==> src/rtl/cpu_subsys_pkg.sv <==
// Shared types and constants for the CPU native-bus interconnect:
// FSM state encoding, slave indices, address region nibbles and defaults.
package cpu_subsys_pkg;

  typedef enum logic [1:0] {
    IDLE   = 2'd0,
    ACTIVE = 2'd1,
    ERR    = 2'd2
  } bus_state_e;

  localparam int NUM_SLAVES = 4;
  localparam int CNT_W      = 16;

  localparam logic [1:0] SLV_ROM    = 2'd0;
  localparam logic [1:0] SLV_RAM    = 2'd1;
  localparam logic [1:0] SLV_PERIPH = 2'd2;
  localparam logic [1:0] SLV_SPARE  = 2'd3;

  localparam logic [3:0] REGION_ROM    = 4'h0;
  localparam logic [3:0] REGION_RAM    = 4'h1;
  localparam logic [3:0] REGION_PERIPH = 4'h2;
  localparam logic [3:0] REGION_SPARE  = 4'h3;

  localparam logic [31:0] DEFAULT_ERR_RDATA = 32'hBADB_0005;

  // One-hot slave request vector for a given slave index.
  function automatic logic [NUM_SLAVES-1:0] sel_onehot(input logic [1:0] sel);
    return 4'b0001 << sel;
  endfunction

endpackage

==> src/rtl/cpu_subsys_bus_decode.sv <==
// Address decoder: maps the top address nibble to a slave index and flags
// unmapped regions and write attempts to the read-only boot ROM.
module cpu_subsys_bus_decode
  import cpu_subsys_pkg::*;
(
  input  logic [3:0] region,
  input  logic [3:0] wstrb,
  output logic [1:0] sel,
  output logic       hit,
  output logic       ro_violation
);

  // Region nibble to slave index; anything above the spare slave is unmapped.
  always_comb begin
    sel          = SLV_ROM;
    hit          = 1'b0;
    ro_violation = 1'b0;
    case (region)
      REGION_ROM: begin
        sel = SLV_ROM;
        hit = 1'b1;
      end
      REGION_RAM: begin
        sel = SLV_RAM;
        hit = 1'b1;
      end
      REGION_PERIPH: begin
        sel = SLV_PERIPH;
        hit = 1'b1;
      end
      REGION_SPARE: begin
        sel = SLV_SPARE;
        hit = 1'b1;
      end
      default: begin
        sel = SLV_ROM;
        hit = 1'b0;
      end
    endcase
    if (hit && (sel == SLV_ROM) && (wstrb != 4'b0000)) begin
      ro_violation = 1'b1;
    end else begin
      ro_violation = 1'b0;
    end
  end

endmodule

==> src/rtl/cpu_subsys_bus.sv <==
// Single-master, four-slave interconnect on the CPU native memory bus with
// error termination (unmapped, ROM write, slave timeout) and a sticky error flag.
module cpu_subsys_bus
  import cpu_subsys_pkg::*;
#(
  parameter int unsigned TIMEOUT_CYCLES = 255,
  parameter logic [31:0] ERR_RDATA      = DEFAULT_ERR_RDATA
) (
  input  logic         clk,
  input  logic         rst_n,
  input  logic         m_mem_valid,
  output logic         m_mem_ready,
  input  logic [31:0]  m_mem_addr,
  input  logic [31:0]  m_mem_wdata,
  input  logic [3:0]   m_mem_wstrb,
  output logic [31:0]  m_mem_rdata,
  output logic [3:0]   s_mem_valid,
  input  logic [3:0]   s_mem_ready,
  output logic [31:0]  s_mem_addr,
  output logic [31:0]  s_mem_wdata,
  output logic [3:0]   s_mem_wstrb,
  input  logic [127:0] s_mem_rdata,
  output logic         bus_err,
  output logic [31:0]  bus_err_addr,
  input  logic         bus_err_clr
);

  localparam logic [CNT_W-1:0] TIMEOUT_LAST = 16'(TIMEOUT_CYCLES - 32'd1);
  localparam logic [CNT_W-1:0] CNT_MAX      = 16'hFFFF;

  bus_state_e       state_r;
  bus_state_e       state_s;
  logic [1:0]       sel_r;
  logic [1:0]       dec_sel_s;
  logic             dec_hit_s;
  logic             dec_ro_s;
  logic [CNT_W-1:0] cnt_r;
  logic [31:0]      slave_rdata_s;

  cpu_subsys_bus_decode u_decode (
    .region       (m_mem_addr[31:28]),
    .wstrb        (m_mem_wstrb),
    .sel          (dec_sel_s),
    .hit          (dec_hit_s),
    .ro_violation (dec_ro_s)
  );

  assign slave_rdata_s = s_mem_rdata[{sel_r, 5'd0} +: 32];

  // Next state plus the combinational request gate and response mux.
  // An abort (master drops valid) wins over a same-cycle slave ready.
  always_comb begin
    state_s     = state_r;
    m_mem_ready = 1'b0;
    m_mem_rdata = 32'h0000_0000;
    s_mem_valid = 4'b0000;
    case (state_r)
      IDLE: begin
        if (m_mem_valid) begin
          if (dec_hit_s && !dec_ro_s) begin
            state_s = ACTIVE;
          end else begin
            state_s = ERR;
          end
        end else begin
          state_s = IDLE;
        end
      end
      ACTIVE: begin
        if (!m_mem_valid) begin
          state_s = IDLE;
        end else begin
          s_mem_valid = sel_onehot(sel_r);
          if (s_mem_ready[sel_r]) begin
            m_mem_ready = 1'b1;
            m_mem_rdata = slave_rdata_s;
            state_s     = IDLE;
          end else if (cnt_r >= TIMEOUT_LAST) begin
            state_s = ERR;
          end else begin
            state_s = ACTIVE;
          end
        end
      end
      ERR: begin
        m_mem_ready = 1'b1;
        m_mem_rdata = ERR_RDATA;
        state_s     = IDLE;
      end
      default: begin
        state_s = IDLE;
      end
    endcase
  end

  // FSM state register.
  always_ff @(posedge clk or negedge rst_n) begin
    if (!rst_n) begin
      state_r <= IDLE;
    end else begin
      state_r <= state_s;
    end
  end

  // Request capture on acceptance; the slave-side bus is held stable afterwards.
  always_ff @(posedge clk or negedge rst_n) begin
    if (!rst_n) begin
      s_mem_addr  <= 32'h0000_0000;
      s_mem_wdata <= 32'h0000_0000;
      s_mem_wstrb <= 4'b0000;
      sel_r       <= SLV_ROM;
    end else if ((state_r == IDLE) && m_mem_valid) begin
      s_mem_addr  <= m_mem_addr;
      s_mem_wdata <= m_mem_wdata;
      s_mem_wstrb <= m_mem_wstrb;
      sel_r       <= dec_sel_s;
    end else begin
      s_mem_addr  <= s_mem_addr;
      s_mem_wdata <= s_mem_wdata;
      s_mem_wstrb <= s_mem_wstrb;
      sel_r       <= sel_r;
    end
  end

  // Saturating ACTIVE-cycle counter, cleared whenever ACTIVE is left.
  always_ff @(posedge clk or negedge rst_n) begin
    if (!rst_n) begin
      cnt_r <= 16'h0000;
    end else if ((state_r == ACTIVE) && (state_s == ACTIVE)) begin
      if (cnt_r != CNT_MAX) begin
        cnt_r <= cnt_r + 16'd1;
      end else begin
        cnt_r <= cnt_r;
      end
    end else begin
      cnt_r <= 16'h0000;
    end
  end

  // Sticky error flag; the address captures the first error since the last
  // clear, and a clear coinciding with a new error lets the new one through.
  always_ff @(posedge clk or negedge rst_n) begin
    if (!rst_n) begin
      bus_err      <= 1'b0;
      bus_err_addr <= 32'h0000_0000;
    end else if (state_r == ERR) begin
      bus_err <= 1'b1;
      if (!bus_err || bus_err_clr) begin
        bus_err_addr <= s_mem_addr;
      end else begin
        bus_err_addr <= bus_err_addr;
      end
    end else if (bus_err_clr) begin
      bus_err      <= 1'b0;
      bus_err_addr <= bus_err_addr;
    end else begin
      bus_err      <= bus_err;
      bus_err_addr <= bus_err_addr;
    end
  end

endmodule

==> config.mk <==
export PLATFORM = sky130hd
export DESIGN_NAME = cpu_subsys_bus
export DESIGN_NICKNAME = d
export VERILOG_FILES = /design/src/rtl/cpu_subsys_pkg.sv /design/src/rtl/cpu_subsys_bus_decode.sv /design/src/rtl/cpu_subsys_bus.sv
export SDC_FILE = /design/constraint.sdc
export NUM_CORES = 1
export LEC_CHECK = 0
export ABC_AREA = 0
export BUFFER_PORTS_ARGS = -buffer_cell sky130_fd_sc_hd__buf_2
export CAP_MARGIN = 20
export CORE_AREA = 4 4 130 132
export CTS_BUF_LIST = sky130_fd_sc_hd__clkbuf_8
export CTS_CLUSTER_SIZE = 10
export DETAILED_ROUTE_END_ITERATION = 8
export DIE_AREA = 0 0 134 136
export PLACE_DENSITY = 0.71
export SLEW_MARGIN = 40
export SYNTH_ARGS = -nofsm -noshare
export SYNTH_HDL_FRONTEND = slang
export SYNTH_SLANG_ARGS = --single-unit
==> constraint.sdc <==
create_clock -name clk -period 2.88 [get_ports clk]
set_clock_uncertainty 0.05 [all_clocks]
set_input_delay 0.288 -clock clk [delete_from_list [all_inputs] [get_ports clk]]
set_output_delay 0.288 -clock clk [all_outputs]
set_load 0.005 [all_outputs]
; ---- Word-level counts from Yosys, hierarchy flattened
; Cells that the tools add are included.
[totals]
wordCells = 59
out_inout_bits = 138
inputBits = 204
reg_bits = 121
[op_classes]
n_addsub = 1
eq_ne = 8
magnitude_cmp = 2
n_reduce_logical = 15
shifts = 2
n_mux = 23
[ops]
columns = cell, n
row1 = 128-bit by 8-bit indexed part select with 32-bit output, 1
row2 = 32-bit two-way mux, 2
row3 = 32-bit case mux with 2 select lines, 1
row4 = 16-bit two-way mux, 2
row5 = 16-bit by 1-bit adder with 16-bit output (second input constant), 1
row6 = 16-bit by 8-bit >= comparator with 1-bit output (second input constant), 1
row7 = 16-bit inequality test (second input constant), 1
row8 = 2-bit two-way mux, 5
row9 = 4-bit by 2-bit equality test with 1-bit output (second input constant), 2
row10 = 4-bit two-way mux, 2
row11 = 1-bit two-way mux, 7
row12 = 2-bit case mux with 3 select lines, 1
row13 = 1-bit logical AND, 5
row14 = 2-bit by 1-bit equality test with 1-bit output (second input constant), 2
row15 = 4-bit by 1-bit equality test with 1-bit output (second input constant), 1
row16 = 2-bit zero test, 2
row17 = 4-bit zero test, 1
row18 = 2-bit case mux with 2 select lines, 1
row19 = 4-bit nonzero test, 1
row20 = 4-bit OR reduction, 1
row21 = 1-bit by 2-bit left shift with 4-bit output (first input constant), 1
row22 = 2-bit by 3-bit < comparator with 1-bit output (second input constant), 1
row23 = 1-bit binary-select mux with 2-bit select, 1
row24 = 2-bit equality test (second input constant), 1
row25 = other kinds (6), 7

; ---- Longest topological paths before layout
; Gate-level depths: netlist of run 1.
[logic_depth]
depth_word = 14
mapped_depth = 8
mapped_depth_nobuf = 7

; ---- Cells and area by module
; Synthesis of run 1 repeated with hierarchy kept, for this count alone.
[unflattened]
cells_unflattened = 445
hier_area_um2 = 6029.5
[by_module_without_submodules]
columns = module, n_inst, area_per_inst_um2, cells_each, seq_area_each_um2
row1 = cpu_subsys_bus, 1, 5975.7, 440, 3027.9
row2 = cpu_subsys_bus_decode, 1, 53.8, 5, 0.0

; ---- Worst setup path after synthesis of run 1
; No wires, ideal clock.
[synth_path]
path_kind = register to output
start = register sel_r[0]
end = output port m_mem_rdata[10]
path_buffers = 2
path_stages_with_launch = 5
slack_ns = 1.029
required_time_ns = 2.542
arrival_time_ns = 1.513
path_cell_list = dfrtp_1 > buf_2 > buf_2 > mux4_2 > and3_1
[synth_via]
elab_chain_cells = 5
word_cells_on_any_way = 6
cone_classes = 1 x shift / 5 x mux
[synth_lines]
columns = element, line
row1 = start: declaration, cpu_subsys_bus.sv:33  ; logic [1:0] sel_r;
row2 = start signal: assignment, cpu_subsys_bus.sv:116  ; sel_r <= dec_sel_s;
row3 = start signal: assignment, cpu_subsys_bus.sv:121  ; sel_r <= sel_r;
row4 = "parallel branches: the longest is 2 deep, another holds 128-bit by 8-bit indexed part select with 32-bit output", --
row5 = 32-bit two-way mux *, cpu_subsys_bus.sv:74  ; if (s_mem_ready[sel_r]) begin
row6 = 32-bit two-way mux *, cpu_subsys_bus.sv:70  ; if (!m_mem_valid) begin
row7 = 32-bit case mux with 2 select lines *, cpu_subsys_bus.sv:57  ; case (state_r)
row8 = end: declaration, cpu_subsys_bus.sv:16  ; output logic [31:0] m_mem_rdata,
; Every way passes the cells marked *. The select of a mux whose other input is x is not followed.

; ---- Final worst setup path of run 1
[layout_path]
start = register sel_r[1]
end = output port m_mem_rdata[0]
; The elaborated chain is that of the path after synthesis.

==> results of run 1 <==
synthesized netlist by cell type (2+ instances only):
library cell / instances
buf_1: 3
a21oi_1: 2
buf_6: 3
ha_1: 5
nor4_1: 3
and3_1: 23
o21ai_0: 9
nor2_1: 39
a22o_1: 2
mux2_2: 101
nand2_1: 11
nor3_1: 2
mux2i_1: 3
o2111ai_1: 2
and3_4: 2
xnor2_1: 2
xor2_1: 3
or3_1: 2
and2_1: 2
inv_1: 9
a211oi_1: 2
nand3_1: 6
nand2b_1: 3
clkbuf_1: 14
nor3_2: 2
and3_2: 2
buf_2: 5
a31oi_1: 3
mux4_2: 32
dfrtp_1: 121
per-stage QoR:
stage                     utilization  area (µm²)  setup WS (ns)
after detailed placement        0.504        7920          0.392
after floorplan                     -        5970           1.03
after global routing            0.528        8300         0.0228
final                           0.528        8300          0.310
after global placement          0.504        7920          0.554
after CTS                       0.527        8280          0.217
timing repair:
item                                    in CTS  in global routing
resized for setup                            1                  1
hold buffers                                 1                  1
endpoints found under the setup margin      13                  4
hold endpoints to repair                    45                  1
power groups by stage:
stage | sequential (mW) | clock (mW) | combinational, mW
floorplan | 2.33 | 0 | 0.612
global placement | 2.29 | 0 | 1.36
detailed placement | 2.31 | 0 | 1.38
CTS | 2.29 | 1.39 | 1.39
global route | 2.33 | 1.47 | 1.49
finish | 2.29 | 1.34 | 1.36
path summary, 6_finish.rpt:
path                                    end  slack (ns)  depth (start not counted)
setup / recovery             m_mem_rdata[0]        0.31                          6
hold / removal              s_mem_wdata[19]        0.04                          2
setup reg to reg                   cnt_r[3]        0.71                          6
hold reg to reg             s_mem_wdata[31]        0.45                          1
max in group asynchronous          sel_r[0]        1.70                          3
min in group asynchronous  bus_err_addr[12]        0.36                          2
cell families after synthesis:
kind of cell	after synthesis	synth area share
mux	137	0.319
flops	121	0.508
simple gates	106	0.0958
buf+inv	35	0.0271
compound gates	28	0.0327
xor+xnor	5	0.00734
fa+ha+maj	5	0.0105
state kept, by name, summed over array words and instances, names as in the netlist:
register and count:
s_mem_wdata 32, sel_r 2, state_r 2, cnt_r 16, bus_err 1, bus_err_addr 32, s_mem_wstrb 4, s_mem_addr 32
worst max-delay path: stages, from the launching register on:
cell and delay, ns:
dfrtp_1 0.40, mux2_2 0.37, mux2i_1 0.30, nor2_4 0.16, o21ai_2 0.35, nor2_1 0.09, buf_2 0.14
layer usage:
layer / part of all wire / GRT usage / vias to the layer above
li1: - / - / 2304
met1: 0.36 / 0.223 / 2495
met2: 0.53 / 0.365 / 242
met3: 0.094 / 0.0762 / 16
met4: 0.013 / 0.0651 / 0
met5: 0 / 0 / -
final cells by class:
cell class,count,share of cell area
Multi-Input combinational cell,281,0.336
Inverter,9,0.00407
Tap cell,216,0.0326
Clock inverter,15,0.0136
Clock buffer,17,0.0282
Timing Repair Buffer,352,0.220
Antenna cell,2,0.000603
Sequential cell,121,0.365
==> impl_metrics.env, run 1 <==
export IMPL_p_leak_nw=4.13
export IMPL_yosys_warnings=0
export IMPL_wl_mm=18.4
export IMPL_hp_start="m_mem_wdata[19]"
export IMPL_synth_main_ff_cell="dfrtp_1"
export IMPL_clkPwrFrac=0.268
export IMPL_crit_path_start_kind="flip-flop"
export IMPL_required_ns=2.54
export IMPL_track_usage=0.203
export IMPL_grt_pass1_vias=5376
export IMPL_clkTransAtPathRegs_ns=0.07
export IMPL_p_switching_mw=1.44
export IMPL_fin_nets=991
export IMPL_drive_above_1_share=0.668
export IMPL_netlist_area_leader_share=0.508
export IMPL_hold_ws_ns=0.0432
export IMPL_multi_input_area_um2=2790
export IMPL_vias_per_cell=4.99
export IMPL_dr_pass1_iters=6
export IMPL_end_kind="output pin"
export IMPL_p_int_mw=3.54
export IMPL_seq_area_frac_synth=0.508
export IMPL_finalSetupViolations=0
export IMPL_ant_nets=0
export IMPL_async_flop_share=1.00
export IMPL_grt_pass1_wl_mm=28.7
export IMPL_grt_setup_unrepaired="false"
export IMPL_cts_sinks=121
export IMPL_hold_viol=0
export IMPL_status="completed"
export IMPL_die_h_um=136
export IMPL_htreeDepth=4
export IMPL_clockBufferDepth=2
export IMPL_p_seq_frac=0.459
export IMPL_synth_avg_cell_area_um2=13.7
export IMPL_fmax_mhz=389
export IMPL_hold_class="in2reg"
export IMPL_antenna_found_initial=2
export IMPL_nFillCells=1406
export IMPL_post_synth_top_area_cell="dfrtp_1"
export IMPL_gp_congestion=0.857
export IMPL_crit_fanout=21
export IMPL_ir_drop_mv=0.429
export IMPL_cts_setup_buffers=0
export IMPL_drc=0
export IMPL_synth_seq_cells=121
export IMPL_final_common_cell="buf_2"
export IMPL_power_density_nw_per_um2=600
export IMPL_syn_area_um2=5970
export IMPL_cts_root_buf="clkbuf_8"
export IMPL_syn_nets=646
export IMPL_arrival_ns=2.23
export IMPL_grt_max_degree=57
export IMPL_syn2layout_area_growth_pct=39.1
export IMPL_grt_remaining_overflow=0
export IMPL_drt_iter0_markers=168
export IMPL_rows=46
export IMPL_fin_cells=1013
export IMPL_switching_share=0.289
export IMPL_cts_tree="done"
export IMPL_hpwlAfterDp_mm=14.8
export IMPL_power_frac_comb=0.273
export IMPL_regToRegStartpoint="sel_r[0]"
export IMPL_placed_cells=977
export IMPL_io_buffers=341
export IMPL_clk_latency_ns=0.43
export IMPL_tns_ns=0
export IMPL_dieArea_um2=18200
export IMPL_wl_per_cell_um=18.1
export IMPL_ys_types=49
export IMPL_synth_edf_count=0
export IMPL_crit_start="sel_r[1]"
export IMPL_syn_inst=437
export IMPL_relSlewSlack=0.610
export IMPL_core_um2=15700
export IMPL_vias=5057
export IMPL_synth_area_top_cells="dfrtp_1 (51%), mux2_2 (19%), mux4_2 (12%)"
export IMPL_p_total_mw=4.98
export IMPL_layout_common_cells="buf_2 (340), dfrtp_1 (120), mux2_2 (101)"
export IMPL_slew_viol_final=0
export IMPL_boundaryPins=342
export IMPL_critical_path_class="reg2out"
export IMPL_start_util=0.380
export IMPL_worst_slew_pin_slew_ns=0.585
export IMPL_maxCapViolCount=0
export IMPL_finalCriticalPeriod_ns=2.57
export IMPL_cts_buffers=17
export IMPL_ff_latch_area_um2=3030
export IMPL_finalCritPeriodShare=0.892
export IMPL_die_w_um=134
Power figures use the tool's default switching activity.
==> run 2: changes to the inputs <==
MAX_ROUTING_LAYER = met4   (was default)
SLEW_MARGIN = 20   (was 40)
==> run 2 against run 1 <==
- first-iteration DRC count grew 4.8%
- register-to-register slack is essentially flat
- critical endpoint unchanged
- clock power is essentially flat
- largest cell class unchanged
- sequential power is essentially flat
- flip-flop and latch count is the same
- clock-buffer cell count is the same
==> impl_metrics.env, run 2 (synthesized netlist as in run 1, its figures left out) <==
export IMPL_status="completed"
export IMPL_drt_iter0_markers=176
export IMPL_r2r_slack_ns=0.72
export IMPL_layout_common_cells="buf_2 (340), dfrtp_1 (120), mux2_2 (101)"
export IMPL_crit_path_start_kind="flip-flop"
export IMPL_rows=46
export IMPL_core_um2=15700
export IMPL_clockBufferDepth=2
export IMPL_clk_latency_ns=0.43
export IMPL_worst_slew_pin_slew_ns=0.594
export IMPL_antenna_found_initial=1
export IMPL_multi_input_area_um2=2790
export IMPL_syn2layout_area_growth_pct=39.1
export IMPL_crit_fanout=21
export IMPL_hold_viol=0
export IMPL_grt_setup_unrepaired="false"
export IMPL_die_h_um=136
export IMPL_power_density_nw_per_um2=601
export IMPL_vias_per_cell=4.98
export IMPL_hpwlAfterDp_mm=14.8
export IMPL_dr_pass1_iters=4
export IMPL_cts_tree="done"
export IMPL_cts_root_buf="clkbuf_8"
export IMPL_critical_path_class="reg2out"
export IMPL_die_w_um=134
export IMPL_finalSetupViolations=0
export IMPL_ff_latch_area_um2=3030
export IMPL_ant_nets=0
export IMPL_fmax_mhz=390
export IMPL_worstHoldEndpoint="s_mem_wdata[6]"
export IMPL_clkTransAtPathRegs_ns=0.07
export IMPL_grt_max_degree=57
export IMPL_hp_start="m_mem_wdata[6]"
export IMPL_finalCriticalPeriod_ns=2.57
export IMPL_start_util=0.380
export IMPL_p_leak_nw=4.13
export IMPL_vias=5043
export IMPL_track_usage=0.209
export IMPL_ir_drop_mv=0.431
export IMPL_relSlewSlack=0.604
export IMPL_grt_remaining_overflow=0
export IMPL_final_common_cell="buf_2"
export IMPL_drive_above_1_share=0.668
export IMPL_io_buffers=341
export IMPL_tns_ns=0
export IMPL_fin_nets=991
export IMPL_maxCapViolCount=0
export IMPL_boundaryPins=342
export IMPL_grt_pass1_wl_mm=28.6
export IMPL_dieArea_um2=18200
export IMPL_nFillCells=1405
export IMPL_r2r_end="cnt_r[3]"
export IMPL_wl_per_cell_um=18.1
export IMPL_slew_viol_final=0
export IMPL_top_regs="bus_err_addr: 32 flops, s_mem_addr: 32 flops, s_mem_wdata: 32 flops"
export IMPL_required_ns=2.54
export IMPL_drc=0
export IMPL_grt_pass1_vias=5389
export IMPL_r2r_cells=6
export IMPL_regToRegStartpoint="sel_r[0]"
export IMPL_cts_buffers=17
export IMPL_end_kind="output pin"
export IMPL_wl_mm=18.3
export IMPL_hold_ws_ns=0.0420
export IMPL_finalCritPeriodShare=0.891
export IMPL_arrival_ns=2.23
export IMPL_hold_depth=2
export IMPL_hold_class="in2reg"
export IMPL_gp_congestion=0.875
export IMPL_cts_sinks=121
export IMPL_htreeDepth=4
run 2: worst max path at each step:
stage | cells past startpoint | startpoint | end
2_1_floorplan | 4 | sel_r[0] | m_mem_rdata[10]
3_3_place_gp | 6 | sel_r[1] | m_mem_rdata[27]
3_5_place_dp | 6 | sel_r[1] | m_mem_rdata[27]
4_1_cts | 6 | sel_r[1] | m_mem_rdata[27]
5_1_grt | 6 | sel_r[1] | m_mem_rdata[16]
6_report | 6 | sel_r[1] | m_mem_rdata[0]
run 2: where the power goes:
group,internal (mW),switching [mW],leakage [nW]
logic,0.793,0.568,2.48
clock network,0.667,0.674,0.189
registers,2.08,0.208,1.46
run 2: stage by stage:
step | total power, mW | setup slack, ns | util | cell area (µm²) | std cells
4_1_cts | 5.07 | 0.217 | 0.527 | 8280 | 1010
2_1_floorplan | 2.94 | 1.03 | - | 5970 | 437
3_5_place_dp | 3.70 | 0.392 | 0.504 | 7920 | 977
6_report | 4.99 | 0.313 | 0.528 | 8300 | 1012
5_1_grt | 5.30 | 0.0229 | 0.528 | 8300 | 1012
3_3_place_gp | 3.65 | 0.554 | 0.504 | 7920 | 977
run 2: per-layer routing:
metal	GRT usage	part of all wire	vias to the layer above
li1	-	-	2302
met1	0.233	0.37	2473
met2	0.362	0.53	242
met3	0.0629	0.082	26
met4	0.0651	0.018	0
met5	-	0	-
run 2: layout make-up:
cell class                      instances  share of cell area
Antenna cell                            1            0.000302
Clock buffer                           17              0.0282
Clock inverter                         15              0.0136
Inverter                                9             0.00407
Multi-Input combinational cell        281               0.337
Sequential cell                       121               0.365
Tap cell                              216              0.0326
Timing Repair Buffer                  352               0.220
run 2: critical path, cell delays in order (launching register included):
cell,delay (ns)
dfrtp_1,0.40
mux2_2,0.37
mux2i_1,0.30
nor2_4,0.16
o21ai_2,0.35
nor2_1,0.09
buf_2,0.14
run 2: what timing repair did:
action	in CTS	in global routing
endpoints found under the hold margin	45	1
resized for setup	1	1
setup endpoints to repair	13	4
buffers inserted	0	0
hold buffers	1	1
==> run 3: changes to the inputs <==
PLACE_DENSITY = default   (was 0.71)
PLACE_DENSITY_LB_ADDON = 0.15   (was default)
==> run 3 against run 2 <==
- sequential share of layout area is 0.30 points lower
- flip-flop and latch count stayed put
- first-iteration DRC count up 2.3%
- clock power increased by 16%
- critical path depth unchanged
- critical endpoint unchanged
- global-route usage about the same
- utilization rose by 0.44 points
- combinational power barely moved
- clock-buffer cell count up 3
==> impl_metrics.env, run 3 (synthesized netlist as in run 1, its figures left out) <==
export IMPL_timing_final_ws_setup_ns=0.316
export IMPL_r2r_cells=6
export IMPL_maxCapViolCount=0
export IMPL_cts_setup_buffers=0
export IMPL_io_buffers=341
export IMPL_critical_path_class="reg2out"
export IMPL_r2r_end="cnt_r[3]"
export IMPL_final_common_cell="buf_2"
export IMPL_relSlewSlack=0.586
export IMPL_ant_nets=0
export IMPL_cts_buffers=17
export IMPL_fin_nets=992
export IMPL_drt_met1_wl_mm=6.98
export IMPL_grt_setup_unrepaired="false"
export IMPL_place_area_um2=7930
export IMPL_antenna_found_initial=4
export IMPL_drt_iter0_markers=180
export IMPL_layout_common_cells="buf_2 (340), dfrtp_1 (120), mux2_2 (101)"
export IMPL_finalCriticalPeriod_ns=2.56
export IMPL_drc=0
export IMPL_core_um2=15700
export IMPL_crit_fanout=12
export IMPL_top_regs="bus_err_addr: 32 flops, s_mem_addr: 32 flops, s_mem_wdata: 32 flops"
export IMPL_status="completed"
export IMPL_finalCritPeriodShare=0.890
export IMPL_required_ns=2.54
export IMPL_finalInstanceArea_um2=8360
export IMPL_vias=5039
export IMPL_clk_latency_ns=0.42
export IMPL_track_usage=0.209
export IMPL_crit_path_start_kind="flip-flop"
export IMPL_p_leak_nw=4.15
export IMPL_fin_cells=1015
export IMPL_slew_viol_final=0
export IMPL_wl_mm=19.1
export IMPL_cts_tree="done"
export IMPL_boundaryPins=342
export IMPL_cp_endpoint="m_mem_rdata[0]"
export IMPL_die_h_um=136
export IMPL_hpwlAfterDp_mm=15.3
export IMPL_power_density_nw_per_um2=623
export IMPL_place_ws_ns=0.670
export IMPL_ir_drop_mv=0.449
export IMPL_clockBufferDepth=2
export IMPL_highest_signal_layer="met4"
export IMPL_crit_start="sel_r[1]"
export IMPL_dr_pass1_iters=4
export IMPL_hold_viol=0
export IMPL_placed_cells=979
export IMPL_drive_above_1_share=0.673
export IMPL_vias_per_cell=4.96
export IMPL_regToRegStartpoint="sel_r[0]"
export IMPL_tns_ns=0
export IMPL_hp_start="m_mem_addr[4]"
export IMPL_nFillCells=1397
export IMPL_grt_pass1_vias=5399
export IMPL_grt_max_degree=52
export IMPL_htreeDepth=4
export IMPL_syn2layout_area_growth_pct=40.2
export IMPL_arrival_ns=2.23
export IMPL_r2r_slack_ns=0.75
export IMPL_finalSetupViolations=0
export IMPL_clkTransAtPathRegs_ns=0.08
export IMPL_worst_slew_pin_slew_ns=0.618
export IMPL_end_kind="output pin"
export IMPL_grt_pass1_wl_mm=28.7
export IMPL_wl_met2_mm=9.99
export IMPL_dr_wl_met3_mm=1.62
export IMPL_start_util=0.380
export IMPL_dieArea_um2=18200
export IMPL_wl_per_cell_um=18.8
export IMPL_fmax_mhz=390
export IMPL_grt_remaining_overflow=0
export IMPL_rows=46
export IMPL_gp_congestion=0.935
export IMPL_cts_sinks=121
export IMPL_cts_root_buf="clkbuf_8"
export IMPL_hold_class="in2reg"
export IMPL_die_w_um=134
-- run 3: cell count changes in the layout (fill, tap and decap cells not counted), moves of 2 or more --
cell / previous run / this run
diode_2: 1 / 3
clkinv_4: 1 / 4
clkinv_2: 6 / 1
buf_4: 8 / 10
clkbuf_8: 17 / 20
inv_1: 12 / 9
-- run 3: power by group --
part	switching [mW]	internal (mW)	leakage [nW]
clock network	0.705	0.847	0.202
logic	0.577	0.794	2.49
registers	0.211	2.08	1.46
-- run 3: worst min-delay path by stage --
stage               depth (start not counted)          endpoint  slack, ns
floorplan                                   0           bus_err      -0.06
global placement                            1  bus_err_addr[18]       0.18
detailed placement                          1   s_mem_wdata[10]       0.18
CTS                                         2   s_mem_wdata[14]      0.002
global route                                2   s_mem_wdata[10]      0.001
finish                                      2     s_mem_addr[4]       0.04
-- run 3: layout make-up --
type                       instances  area [µm²]  share of cell area
antenna                            3        7.51            0.000898
clock buffer                      20         275              0.0329
clock inverter                    12         140              0.0168
inverter                           9        33.8             0.00404
multi-input combinational        281        2780               0.333
sequential                       121        3030               0.362
tap                              216         270              0.0323
timing repair buffer             353        1830               0.218
-- run 3: repair_timing --
item                                    in CTS  in global routing
gates resized for setup                      0                  1
endpoints found under the setup margin       0                  2
endpoints found under the hold margin       26                  0
hold buffers                                 1                  0
-- run 3: per-stage QoR --
step	util	power, mW	hold slack (ns)
after floorplan	-	2.94	-0.0576
after global placement	0.505	3.66	0.176
after detailed placement	0.505	3.71	0.177
after CTS	0.532	5.30	0.00205
after global routing	0.532	5.52	0.00121
final	0.532	5.21	0.0368
-- run 3: metal layers --
metal | global-route usage | up-vias
li1 | - | 2314
met1 | 0.231 | 2448
met2 | 0.353 | 245
met3 | 0.0670 | 32
met4 | 0.0800 | 0
met5 | - | -
-- run 3: worst max-delay path, stage by stage, from the launching register on --
cell and delay [ns]:
dfrtp_1 0.42, mux2_2 0.37, mux2i_1 0.21, nor2_2 0.15, o21ai_2 0.39, nor2_1 0.10, buf_2 0.15
